**src/rtl/pipeline_hazard_ctrl.sv**
```systemverilog
// Central stall/flush/PC-enable controller for the fetch, decode, exec and mem pipeline latches.
// Optional saturating performance counters are built when HAZARD_PERF_CNT_EN is defined.
module pipeline_hazard_ctrl #(
    parameter int REG_W  = 5,
    parameter int PERF_W = 32
) (
    input  logic              CLK,
    input  logic              nRST,
    input  logic              ihit,
    input  logic              dhit,
    input  logic              mem_dreq,
    input  logic [REG_W-1:0]  dec_rs,
    input  logic [REG_W-1:0]  dec_rt,
    input  logic [REG_W-1:0]  ex_rd,
    input  logic              ex_memread,
    input  logic              mem_branch_taken,
    input  logic              mem_halt,
    output logic              pc_en,
    output logic              fetch_stall,
    output logic              fetch_flush,
    output logic              dec_stall,
    output logic              dec_flush,
    output logic              exec_stall,
    output logic              exec_flush,
    output logic              mem_stall,
    output logic              mem_flush,
    output logic              halt,
    output logic [PERF_W-1:0] perf_stall_cycles,
    output logic [PERF_W-1:0] perf_flushes
);

    typedef enum logic [1:0] {
        RUN    = 2'd0,
        DWAIT  = 2'd1,
        DRAIN  = 2'd2,
        HALTED = 2'd3
    } state_t;

    state_t state_q, state_d;
    logic   ihit_seen_q, ihit_seen_d;

    logic active;
    logic dmem_wait;
    logic load_use;
    logic ihit_eff;

    always_comb begin
        active    = (state_q == RUN) || (state_q == DWAIT);
        dmem_wait = active && mem_dreq && !dhit;
        load_use  = ex_memread && (ex_rd != '0) &&
                    ((ex_rd == dec_rs) || (ex_rd == dec_rt));
        // A fetch that completed while the pipe was frozen still counts.
        ihit_eff  = ihit || ihit_seen_q;
    end

    always_comb begin
        pc_en       = 1'b1;
        fetch_stall = 1'b0;
        fetch_flush = 1'b0;
        dec_stall   = 1'b0;
        dec_flush   = 1'b0;
        exec_stall  = 1'b0;
        exec_flush  = 1'b0;
        mem_stall   = 1'b0;
        mem_flush   = 1'b0;
        halt        = 1'b0;
        state_d     = state_q;
        ihit_seen_d = ihit_seen_q;

        case (state_q)
            HALTED: begin
                halt        = 1'b1;
                pc_en       = 1'b0;
                fetch_stall = 1'b1;
                dec_stall   = 1'b1;
                exec_stall  = 1'b1;
                mem_stall   = 1'b1;
            end
            DRAIN: begin
                // Mem latch advances so the halt instruction reaches writeback.
                pc_en       = 1'b0;
                fetch_flush = 1'b1;
                dec_flush   = 1'b1;
                exec_flush  = 1'b1;
                state_d     = HALTED;
                ihit_seen_d = 1'b0;
            end
            default: begin
                if (dmem_wait) begin
                    pc_en       = 1'b0;
                    fetch_stall = 1'b1;
                    dec_stall   = 1'b1;
                    exec_stall  = 1'b1;
                    mem_stall   = 1'b1;
                    state_d     = DWAIT;
                    ihit_seen_d = ihit_seen_q || ihit;
                end else begin
                    state_d     = RUN;
                    ihit_seen_d = 1'b0;
                    if (mem_halt) begin
                        pc_en       = 1'b0;
                        fetch_flush = 1'b1;
                        dec_flush   = 1'b1;
                        exec_flush  = 1'b1;
                        state_d     = DRAIN;
                    end else if (mem_branch_taken) begin
                        fetch_flush = 1'b1;
                        dec_flush   = 1'b1;
                        exec_flush  = 1'b1;
                    end else if (load_use) begin
                        pc_en       = 1'b0;
                        fetch_stall = 1'b1;
                        dec_stall   = 1'b1;
                        exec_flush  = 1'b1;
                    end else if (!ihit_eff) begin
                        pc_en       = 1'b0;
                        fetch_flush = 1'b1;
                    end
                end
            end
        endcase

        // Reset is asynchronous, so the outputs must reflect it immediately.
        if (!nRST) begin
            pc_en       = 1'b0;
            fetch_stall = 1'b0;
            dec_stall   = 1'b0;
            exec_stall  = 1'b0;
            mem_stall   = 1'b0;
            fetch_flush = 1'b1;
            dec_flush   = 1'b1;
            exec_flush  = 1'b1;
            mem_flush   = 1'b1;
            halt        = 1'b0;
        end
    end

    always_ff @(posedge CLK or negedge nRST) begin
        if (!nRST) begin
            state_q     <= RUN;
            ihit_seen_q <= 1'b0;
        end else begin
            state_q     <= state_d;
            ihit_seen_q <= ihit_seen_d;
        end
    end

`ifdef HAZARD_PERF_CNT_EN
    logic [PERF_W-1:0] perf_stall_q;
    logic [PERF_W-1:0] perf_flush_q;
    logic              count_stall;
    logic              count_flush;

    always_comb begin
        count_stall = !pc_en && (state_q != HALTED);
        // Only branch and load-use bubbles count; halt-entry flushes do not.
        count_flush = active && !dmem_wait && !mem_halt &&
                      (mem_branch_taken || load_use);
    end

    always_ff @(posedge CLK or negedge nRST) begin
        if (!nRST) begin
            perf_stall_q <= '0;
            perf_flush_q <= '0;
        end else begin
            if (count_stall && (perf_stall_q != '1)) begin
                perf_stall_q <= perf_stall_q + 1'b1;
            end
            if (count_flush && (perf_flush_q != '1)) begin
                perf_flush_q <= perf_flush_q + 1'b1;
            end
        end
    end

    assign perf_stall_cycles = perf_stall_q;
    assign perf_flushes      = perf_flush_q;
`else
    assign perf_stall_cycles = '0;
    assign perf_flushes      = '0;
`endif

endmodule

```
**config.mk**
```make
export PLATFORM = sky130hd
export DESIGN_NAME = pipeline_hazard_ctrl
export DESIGN_NICKNAME = d
export VERILOG_FILES = /design/src/rtl/pipeline_hazard_ctrl.sv
export SDC_FILE = /design/constraint.sdc
export NUM_CORES = 1
export LEC_CHECK = 0
export ABC_AREA = 1
export BUFFER_PORTS_ARGS = -buffer_cell sky130_fd_sc_hd__clkbuf_2
export CAP_MARGIN = 20
export CORE_AREA = 2 2 55 57
export CTS_BUF_LIST = sky130_fd_sc_hd__clkbuf_2
export CTS_CLUSTER_DIAMETER = 150
export DETAILED_ROUTE_END_ITERATION = 12
export DIE_AREA = 0 0 57 59
export PLACE_DENSITY = 0.78
export SYNTH_ARGS = -nofsm -noshare
export SYNTH_HDL_FRONTEND = slang
export SYNTH_SLANG_ARGS = --single-unit
export TNS_END_PERCENT = 1
```
**constraint.sdc**
```tcl
create_clock -name CLK -period 1.65 [get_ports CLK]
set_input_delay 0.165 -clock CLK [delete_from_list [all_inputs] [get_ports CLK]]
set_output_delay 0.165 -clock CLK [all_outputs]
set_load 0.03 [all_outputs]
```
# Yosys cells after proc, flatten, opt, wreduce, memory -nomap -nowiden
# Index checks and enable logic that the tools add are counted.
# op_classes
eq_ne	5
mux	41
n_reduce_logical	11
# ops
op	n
two-way mux 1 bit	32
one-hot mux 1 bit (2 select lines)	6
equality test 5 bit	2
nonzero test 5 bit	1
equality test 2 bit (second input constant)	2
logical AND 1 bit	4
two-way mux 2 bit	2
one-hot mux 2 bit (2 select lines)	1
logical OR 1 bit	3
equality test 2 x 1 -> 1 bit (second input constant)	1
logical NOT 2 bit	1
OR reduction 2 bit	1
logical NOT 1 bit	1
# totals
ff_bits	3
inputBits	23
wordCells	59

# Depth between registers and ports, before layout
# Gate-level depths: netlist of the first run.
# logic_depth
word_depth	9
depth_mapped	9

# Least setup slack after synthesis of the first run
# No wires, ideal clock.
# synth_path
kind	flip-flop to output port
startpoint	register state_q[1]
endpoint	output fetch_stall
arrival_ns	1.435
setup_slack_ns	0.050
path_stages_with_launch	7
path_buffers	1
cell_sequence	dfrtp_1 -> inv_2 -> o21ai_2 -> nor2_2 -> inv_1 -> nand2_2 -> buf_4
# synth_between
elab_chain_cells	7
elab_cells_between_ends	10
cone_classes	eq/ne: 3; mux: 3; reduce/logical: 4
# synth_lines
item	line_no	source
from (decl)	39	state_t state_q, state_d;
from (signal assigned)	143	state_q <= state_d;
equality test 2 x 1 -> 1 bit or logical NOT 2 bit (tied branches)	48	active = (state_q == RUN) || (state_q == DWAIT);
logical OR 1 bit	48	
logical AND 1 bit (2 in series)	49	dmem_wait = active && mem_dreq && !dhit;
two-way mux 1 bit	n/a	
one-hot mux 1 bit (2 select lines) (*)	n/a	
two-way mux 1 bit (*)	n/a	
to (decl)	19	output logic fetch_stall,
# Mark *: on every way between the ends. The rest lies on a longest branch, timed or not.

# Worst setup path after layout of the first run
# layout_path
startpoint	register state_q[1]
endpoint	output fetch_flush
# layout_between
elab_chain_cells	7
elab_cells_between_ends	10
cone_classes	eq/ne: 3; mux: 3; reduce/logical: 4
# layout_lines
item	line_no	source
equality test 2 x 1 -> 1 bit or logical NOT 2 bit (tied branches)	48	
logical OR 1 bit	48	
logical AND 1 bit (2 in series)	49	
two-way mux 1 bit	89	if (dmem_wait) begin
one-hot mux 1 bit (2 select lines) (*)	70	case (state_q)
two-way mux 1 bit (*)	124	if (!nRST) begin
to (decl)	20	output logic fetch_flush,
# Marked as above.

==> metrics.md, run 1 <==
| Metric | Value |
|---|---|
| Cts bufs inserted | `3` |
| Critical path peak fanout | `5` |
| RePlAce Congestion | `0.7533` |
| Congestion Overflow GR | `0` |
| Worst hold path cell count | `4` |
| Combinational fraction of design power | `about two thirds` |
| Wire per inst | `7.139 microns` |
| Largest net degree at the start of global routing | `6` |
| Post-synth EDFFs | `0` |
| Syn Std Cell Area | `933.4 sq um` |
| Final instance area | `approximately 930 sq um` |
| #FFs+latches synth | `3` |
| Avg Vias per Cell | `3.463` |
| Worst r2r dst | `state_q[0]` |
| Sink of the worst hold path | `state_q[1]` |
| P_leak | `0.6530 nW` |
| Initial Util | `34.44%` |
| # DRC | `0` |
| Net switching power | `314.4 uW` |
| Worst hold slack | `0.3004 ns` |
| R2R Setup Slk | `0.81 ns` |
| Count of cell types in the netlist | `19` |
| Min-Delay Path Class | `in -> reg` |
| Via count | `748` |
| Leading area contributor after synthesis | `buf_4` |
| Outcome | `finished clean` |
| Root Buffer | `clkbuf_2` |
| Sw frac | `61.73%` |
| Num Clock Sinks | `3` |
| Core Area | `2710 sq um` |
| Hold wc startpoint | `mem_dreq` |
| DP Area | `between 800 and 900 sq um` |
| Setup Crit Path Kind | `reg -> out` |
| First-pass GRT wire length | `2.070 mm` |
| Final net count | `roughly 210` |
| Post-DP HPWL | `1.324 mm` |
| Pwr/cell area | `546.3 nW/um^2` |
| Number of max-cap violations | `0` |
| Synth top cells by count | `buf_4, nand2_1, inv_1` |
| Layout area overhead | `-0.1340%` |
| Die ar. | `roughly 3400 sq um` |
| Sequential area share after synthesis | `8.043%` |
| Critical Path Start Type | `flop` |
| Fmax | `between 0.6 and 0.7 GHz` |
| Clock Latency Late Sink | `0.19 ns` |
| IO Pins | `97` |
| Clock skew | `0.001700 ns` |
| Avg Inst Size Synth | `~6.2 sq um` |
| Row count | `19` |
| Pwr Total | `approximately 500 uW` |
| Critical Path Sink Type | `output pin` |
| Initial antenna violation count | `0` |
| Clock Power Share | `a little under a fifth` |
| Ys Warns | `0` |
| Vias in the first global route | `555` |
| R2R cell count | `2` |
| Setup violators final | `0` |
| Reg2Reg Launch Point | `state_q[1]` |
| Asr flop ratio synth | `100.0%` |
| Ys flop type | `dfrtp_1` |
| Fin. max-slew vios | `0` |
| WL final | `1.542 mm` |
| GR Util All Layers | `7.837%` |
| Final period util | `94.90%` |
| N_diodes | `0` |
| CP arrival | `1.40 ns` |
| Antenna viol nets, final | `0` |
| Port bufs | `32` |
| Die extent in y | `59 microns` |
| Worst vdd ir | `between 0.0002 and 0.00025 V` |
| Htree depth | `1` |
| Die width | `about 57 microns` |
| DR pass1 iterations | `4` |
| Int Power | `between 150 and 200 uW` |
| CTS max path bufs | `2` |
| Count leader, synth | `buf_4` |
| CTS clock-pin slew for the worst setup and hold paths | `0.04 ns` |
| Hold Violations, Final | `0` |
| DR iter-0 viols | `14` |
| Syn Inst Count | `150` |
| Top cells by area, synth | `buf_4, nand2_1, dfrtp_1` |
| Critical Path RT | `1.48 ns` |
| Area share of the largest cell type after synthesis | `a little over half` |
| Layout cells sized above 1 | `28.11%` |
| Fin crit period | `about 1.6 ns` |
| TritonCTS clock tree | `built` |
| Seq pwr share | `~15%` |
[worst max-delay path, stage by stage (launching register included)]
cell      delay [ns]
dfrtp_1         0.39
inv_2           0.07
o21ai_4         0.20
nor2_4          0.09
nor2_4          0.11
nor2_1          0.05
nor2_2          0.09
clkbuf_2        0.20
[placed cells by master (no fill, tap or decap), drive strengths merged, types with 2 or more instances in the layout]
| cell type | count |
|---|---|
| nand3 | 6 |
| o21ai | 3 |
| conb | 64 |
| dfrtp | 3 |
| xnor2 | 2 |
| inv | 22 |
| nand2 | 29 |
| clkbuf | 36 |
| nor2 | 13 |
[how the worst max path moves through the flow]
stage	slack, ns	endpoint	depth (start not counted)	start
after global placement	0.29	fetch_flush	7	state_q[1]
final	0.08	fetch_flush	7	state_q[1]
after detailed placement	0.24	fetch_flush	7	state_q[1]
after CTS	0.02	fetch_flush	7	state_q[1]
after floorplan	0.05	fetch_stall	6	state_q[1]
after global routing	-0.001	fetch_flush	7	state_q[1]
[state kept, by name, summed over array words and instances (netlist names)]
name,count
ihit_seen_q,1
state_q,2
[stage by stage]
stage	setup TNS [ns]	setup WS, ns	utilization, %	std cells
5_1_grt	-0.001315	-0.001315	34.40	216
2_1_floorplan	0	0.05008	-	213
3_5_place_dp	0	0.2436	32.23	210
6_report	0	0.08409	34.40	216
4_1_cts	0	0.02230	33.33	215
3_3_place_gp	0	0.2853	32.23	210
[power by group through the flow]
| stage | combinational, mW | sequential (mW) | clock, mW |
|---|---|---|---|
| floorplan | 0.393 | 0.0767 | 0 |
| global placement | 0.325 | 0.0769 | 0 |
| detailed placement | 0.326 | 0.0768 | 0 |
| CTS | 0.329 | 0.0758 | 0.103 |
| global route | 0.360 | 0.0761 | 0.104 |
| finish | 0.336 | 0.0761 | 0.0975 |
[layout make-up]
cell class              instances  area, sq um
fillers                       306         1778
clock buffers                   4        20.02
flip-flops and latches          3        75.07
multi-input cells             121        534.3
repair buffers                 34        177.7
well taps                      31        38.79
inverters                      23        86.33
[cells by family (layout without fill, tap and decap cells)]
group	Yosys count	count (layout)	share of synthesized area [%]
buf+inv	89	61	62.33
simple gates	50	50	23.73
compound gates	5	5	3.620
flops	3	3	8.043
xor+xnor	2	2	1.877
other cells	1	64	0.4018
[per-layer routing]
metal | vias to the layer above | routed length (microns) | global-route usage, %
met3 | 0 | 191 | 2.183
li1 | 381 | - | -
met1 | 314 | 489 | 7.457
met4 | 0 | 0 | 3.987
met2 | 53 | 861 | 15.27
met5 | - | 0 | 0
[what timing repair did]
action                     4_1_cts  5_1_grt
hold endpoints to repair         3        0
setup endpoints to repair        0        3
hold buffers                     1        0
buffers inserted                 0        1
gates resized for setup          0        4
No activity file was read; power rests on OpenSTA's default activity.
==> run 2: changes to the inputs <==
--- a/config.mk
+++ b/config.mk
@@ -5,15 +5,16 @@
 export SDC_FILE = /design/constraint.sdc
 export NUM_CORES = 1
 export LEC_CHECK = 0
-export ABC_AREA = 1
 export BUFFER_PORTS_ARGS = -buffer_cell sky130_fd_sc_hd__clkbuf_2
 export CAP_MARGIN = 20
-export CORE_AREA = 2 2 55 57
+export CELL_PAD_IN_SITES_DETAIL_PLACEMENT = 0
+export CELL_PAD_IN_SITES_GLOBAL_PLACEMENT = 1
+export CORE_AREA = 2 2 67 69
 export CTS_BUF_LIST = sky130_fd_sc_hd__clkbuf_2
 export CTS_CLUSTER_DIAMETER = 150
 export DETAILED_ROUTE_END_ITERATION = 12
-export DIE_AREA = 0 0 57 59
-export PLACE_DENSITY = 0.78
+export DIE_AREA = 0 0 69 71
+export PLACE_DENSITY_LB_ADDON = 0.1
 export SYNTH_ARGS = -nofsm -noshare
 export SYNTH_HDL_FRONTEND = slang
 export SYNTH_SLANG_ARGS = --single-unit
==> run 2 against run 1 <==
Effect of this change: clock skew rose by 0.00082 ns; register-to-register slack worse by 0.12 ns; total power is 6.0% higher; global-route usage decreased by 1.3 points; sequential cell count did not move; synthesized area fell by 6.0%; clock power increased by 6%; first-iteration DRC count shrank 79%; clock-buffer cell count did not move; combinational power increased by 5%.
==> metrics.md, run 2 <==
| Metric | Value |
|---|---|
| Register area | `about 76 sq um` |
| Ys Warns | `0` |
| Unrepaired setup endpoints after global routing | `yes` |
| CTS max path bufs | `2` |
| Avg Vias per Cell | `3.118` |
| Post-DP HPWL | `1.561 mm` |
| Critical Path Sink Type | `output pin` |
| Synth top cells by count | `buf_4, xnor2_1, inv_1` |
| Commonest non-fill, non-tap cells in the layout | `conb_1, clkbuf_2, xnor2_1, inv_1, buf_4` |
| WL final | `1.746 mm` |
| Leading area contributor after synthesis | `buf_4` |
| IO Pins | `97` |
| Clock Latency Late Sink | `roughly 0.2 ns` |
| Largest registers | `state_q: 2 flops, ihit_seen_q: 1 flops` |
| Syn Inst Count | `~120` |
| Largest net degree at the start of global routing | `8` |
| Clock skew | `about 0.0025 ns` |
| CP max stage delay | `between 0.4 and 0.5 ns` |
| Fmax | `between 0.6 and 0.7 GHz` |
| First-pass GRT wire length | `2.601 mm` |
| P_leak | `roughly 0.54 nW` |
| Outcome | `finished clean` |
| Num Clock Sinks | `3` |
| Critical Path RT | `1.48 ns` |
| DR iter-0 viols | `3` |
| Largest register FFs | `2` |
| # DRC | `0` |
| Slowest library cell on the worst path | `dfrtp_2` |
| Worst-path cell chain | `a211o_1, and2_4, a21o_1, buf_6` |
| Commonest non-fill, non-tap cell in the layout | `conb_1` |
| Antenna viol nets, final | `0` |
| Top cells by area, synth | `buf_4, xnor2_1, dfrtp_1` |
| Final net count | `176` |
| Hold Violations, Final | `0` |
| TritonCTS clock tree | `built` |
| Ys flop type | `dfrtp_1` |
| Post-synth EDFFs | `0` |
| Initial Util | `20.86%` |
| DR pass1 iterations | `4` |
| Setup Crit Path Kind | `reg -> out` |
| Count leader, synth | `buf_4` |
| Min-Delay Path Class | `in -> reg` |
| CP arrival | `1.43 ns` |
| RePlAce Congestion | `0.7862` |
| Critical Path Start Type | `flop` |
| Final period util | `96.74%` |
| Setup violators final | `0` |
| CTS clock-pin slew for the worst setup and hold paths | `0.04 ns` |
| Vias in the first global route | `between 500 and 600` |
| Fillers | `500` |
| Via count | `636` |
| Number of max-cap violations | `0` |
| Congestion Overflow GR | `0` |
| Top reg by flops | `state_q` |
| Layout area overhead | `6.847%` |
| Cts bufs inserted | `3` |
| N_diodes | `0` |
| Worst vdd ir | `0.0001763 V` |
| Root Buffer | `clkbuf_2` |
| Die ar. | `~4900 sq um` |
| Core Area | `between 4000 and 5000 sq um` |
| Fin. max-slew vios | `0` |
| Pwr/cell area | `576.0 nW/um^2` |
| GR Util All Layers | `6.518%` |
| Initial antenna violation count | `0` |
| Multi-input logic area | `546.8 sq um` |
| Layout cells sized above 1 | `between 30% and 40%` |
| Asr flop ratio synth | `100.0%` |
| Count of cell types in the netlist | `27` |
| Syn Std Cell Area | `about 880 sq um` |
| Critical path peak fanout | `7` |
| Sequential area share after synthesis | `8.559%` |
| Setup TNS | `0 ns` |
| Avg Inst Size Synth | `about 7.6 sq um` |
| Final core utilization | `approximately 22%` |
| Die width | `69 microns` |
| Area share of the largest cell type after synthesis | `between 50% and 60%` |
| #FFs+latches synth | `3` |
| Port bufs | `32` |
| Fin crit period | `1.596 ns` |
| Wire per inst | `approximately 8.6 microns` |
| Die extent in y | `71 microns` |
| Htree depth | `1` |
| Row count | `24` |
-- run 2: cell types whose count changed after synthesis, moves of 2 or more --
cell,delta
a21o_1,+2
and2_1,+2
inv_1,-12
inv_2,-6
nand2_1,-24
nand2_2,-2
nand3_1,-4
nor2_1,-8
nor3_1,+2
xnor2_1,+8
-- run 2: per-stage QoR --
step	setup slack [ns]	hold slack, ns	std cells	total power [mW]	instance area, sq um
2_1_floorplan	0.02831	-0.1306	178	0.4791	1114
5_1_grt	-0.01923	0.2000	204	0.5731	937.1
6_report	0.05385	0.1955	204	0.5398	937.1
4_1_cts	-0.009718	0.1905	203	0.5363	905.9
3_3_place_gp	0.05719	0.07606	198	0.4246	858.3
3_5_place_dp	0.05061	0.07483	198	0.4237	858.3
-- run 2: path summary, 6_finish.rpt --
check                            from           to  slack, ns  depth (start not counted)
setup reg to reg           state_q[1]  ihit_seen_q       0.69                          2
min in group asynchronous        nRST  ihit_seen_q       0.44                          3
hold reg to reg            state_q[1]   state_q[1]       0.56                          1
hold / removal               mem_halt   state_q[1]       0.20                          3
setup / recovery           state_q[1]   exec_flush       0.05                          4
max in group asynchronous        nRST   state_q[1]       1.04                          3
-- run 2: area by class of cell --
cell class | instances | share of cell area (%)
clock buffer | 4 | 2.136
inverter | 4 | 1.602
multi-input combinational | 105 | 58.34
sequential | 3 | 8.144
tap | 52 | 6.943
timing repair buffer | 36 | 22.83
-- run 2: critical path: cells and delay by family, from the launching register on --
family	cells	cell delay, ns
AO/OA/AOI/OAI	2	0.51
buffers and inverters	1	0.13
AND/OR/NAND/NOR	1	0.16
flip-flops	1	0.43
-- run 2: kinds of logic after synthesis --
family          count (synthesis)  synth area share [%]
compound gates                 12                 10.56
buf+inv                        70                 58.20
xor+xnor                       10                 9.985
other cells                     1                0.4275
simple gates                   19                 12.27
flops                           3                 8.559
-- run 2: where the power goes --
group          total [mW]  switching, mW  internal (mW)
combinational       0.354          0.279         0.0746
clock               0.103         0.0391         0.0640
sequential         0.0833        0.00386         0.0794
total               0.540          0.322          0.218
-- run 2: routing by layer --
metal	GRT usage [%]	routed length, microns	part of all wire [%]
met3	2.707	248	14
met4	3.268	0	0
met2	10.04	833	48
met5	0	0	0
met1	7.818	664	38
-- run 2: timing repair --
item,4_1_cts,5_1_grt
endpoints found under the hold margin,3,0
setup endpoints to repair,5,6
gates resized for setup,6,15
gates cloned,0,0
pin swaps,0,4
buffers inserted,0,1
hold buffers,1,0
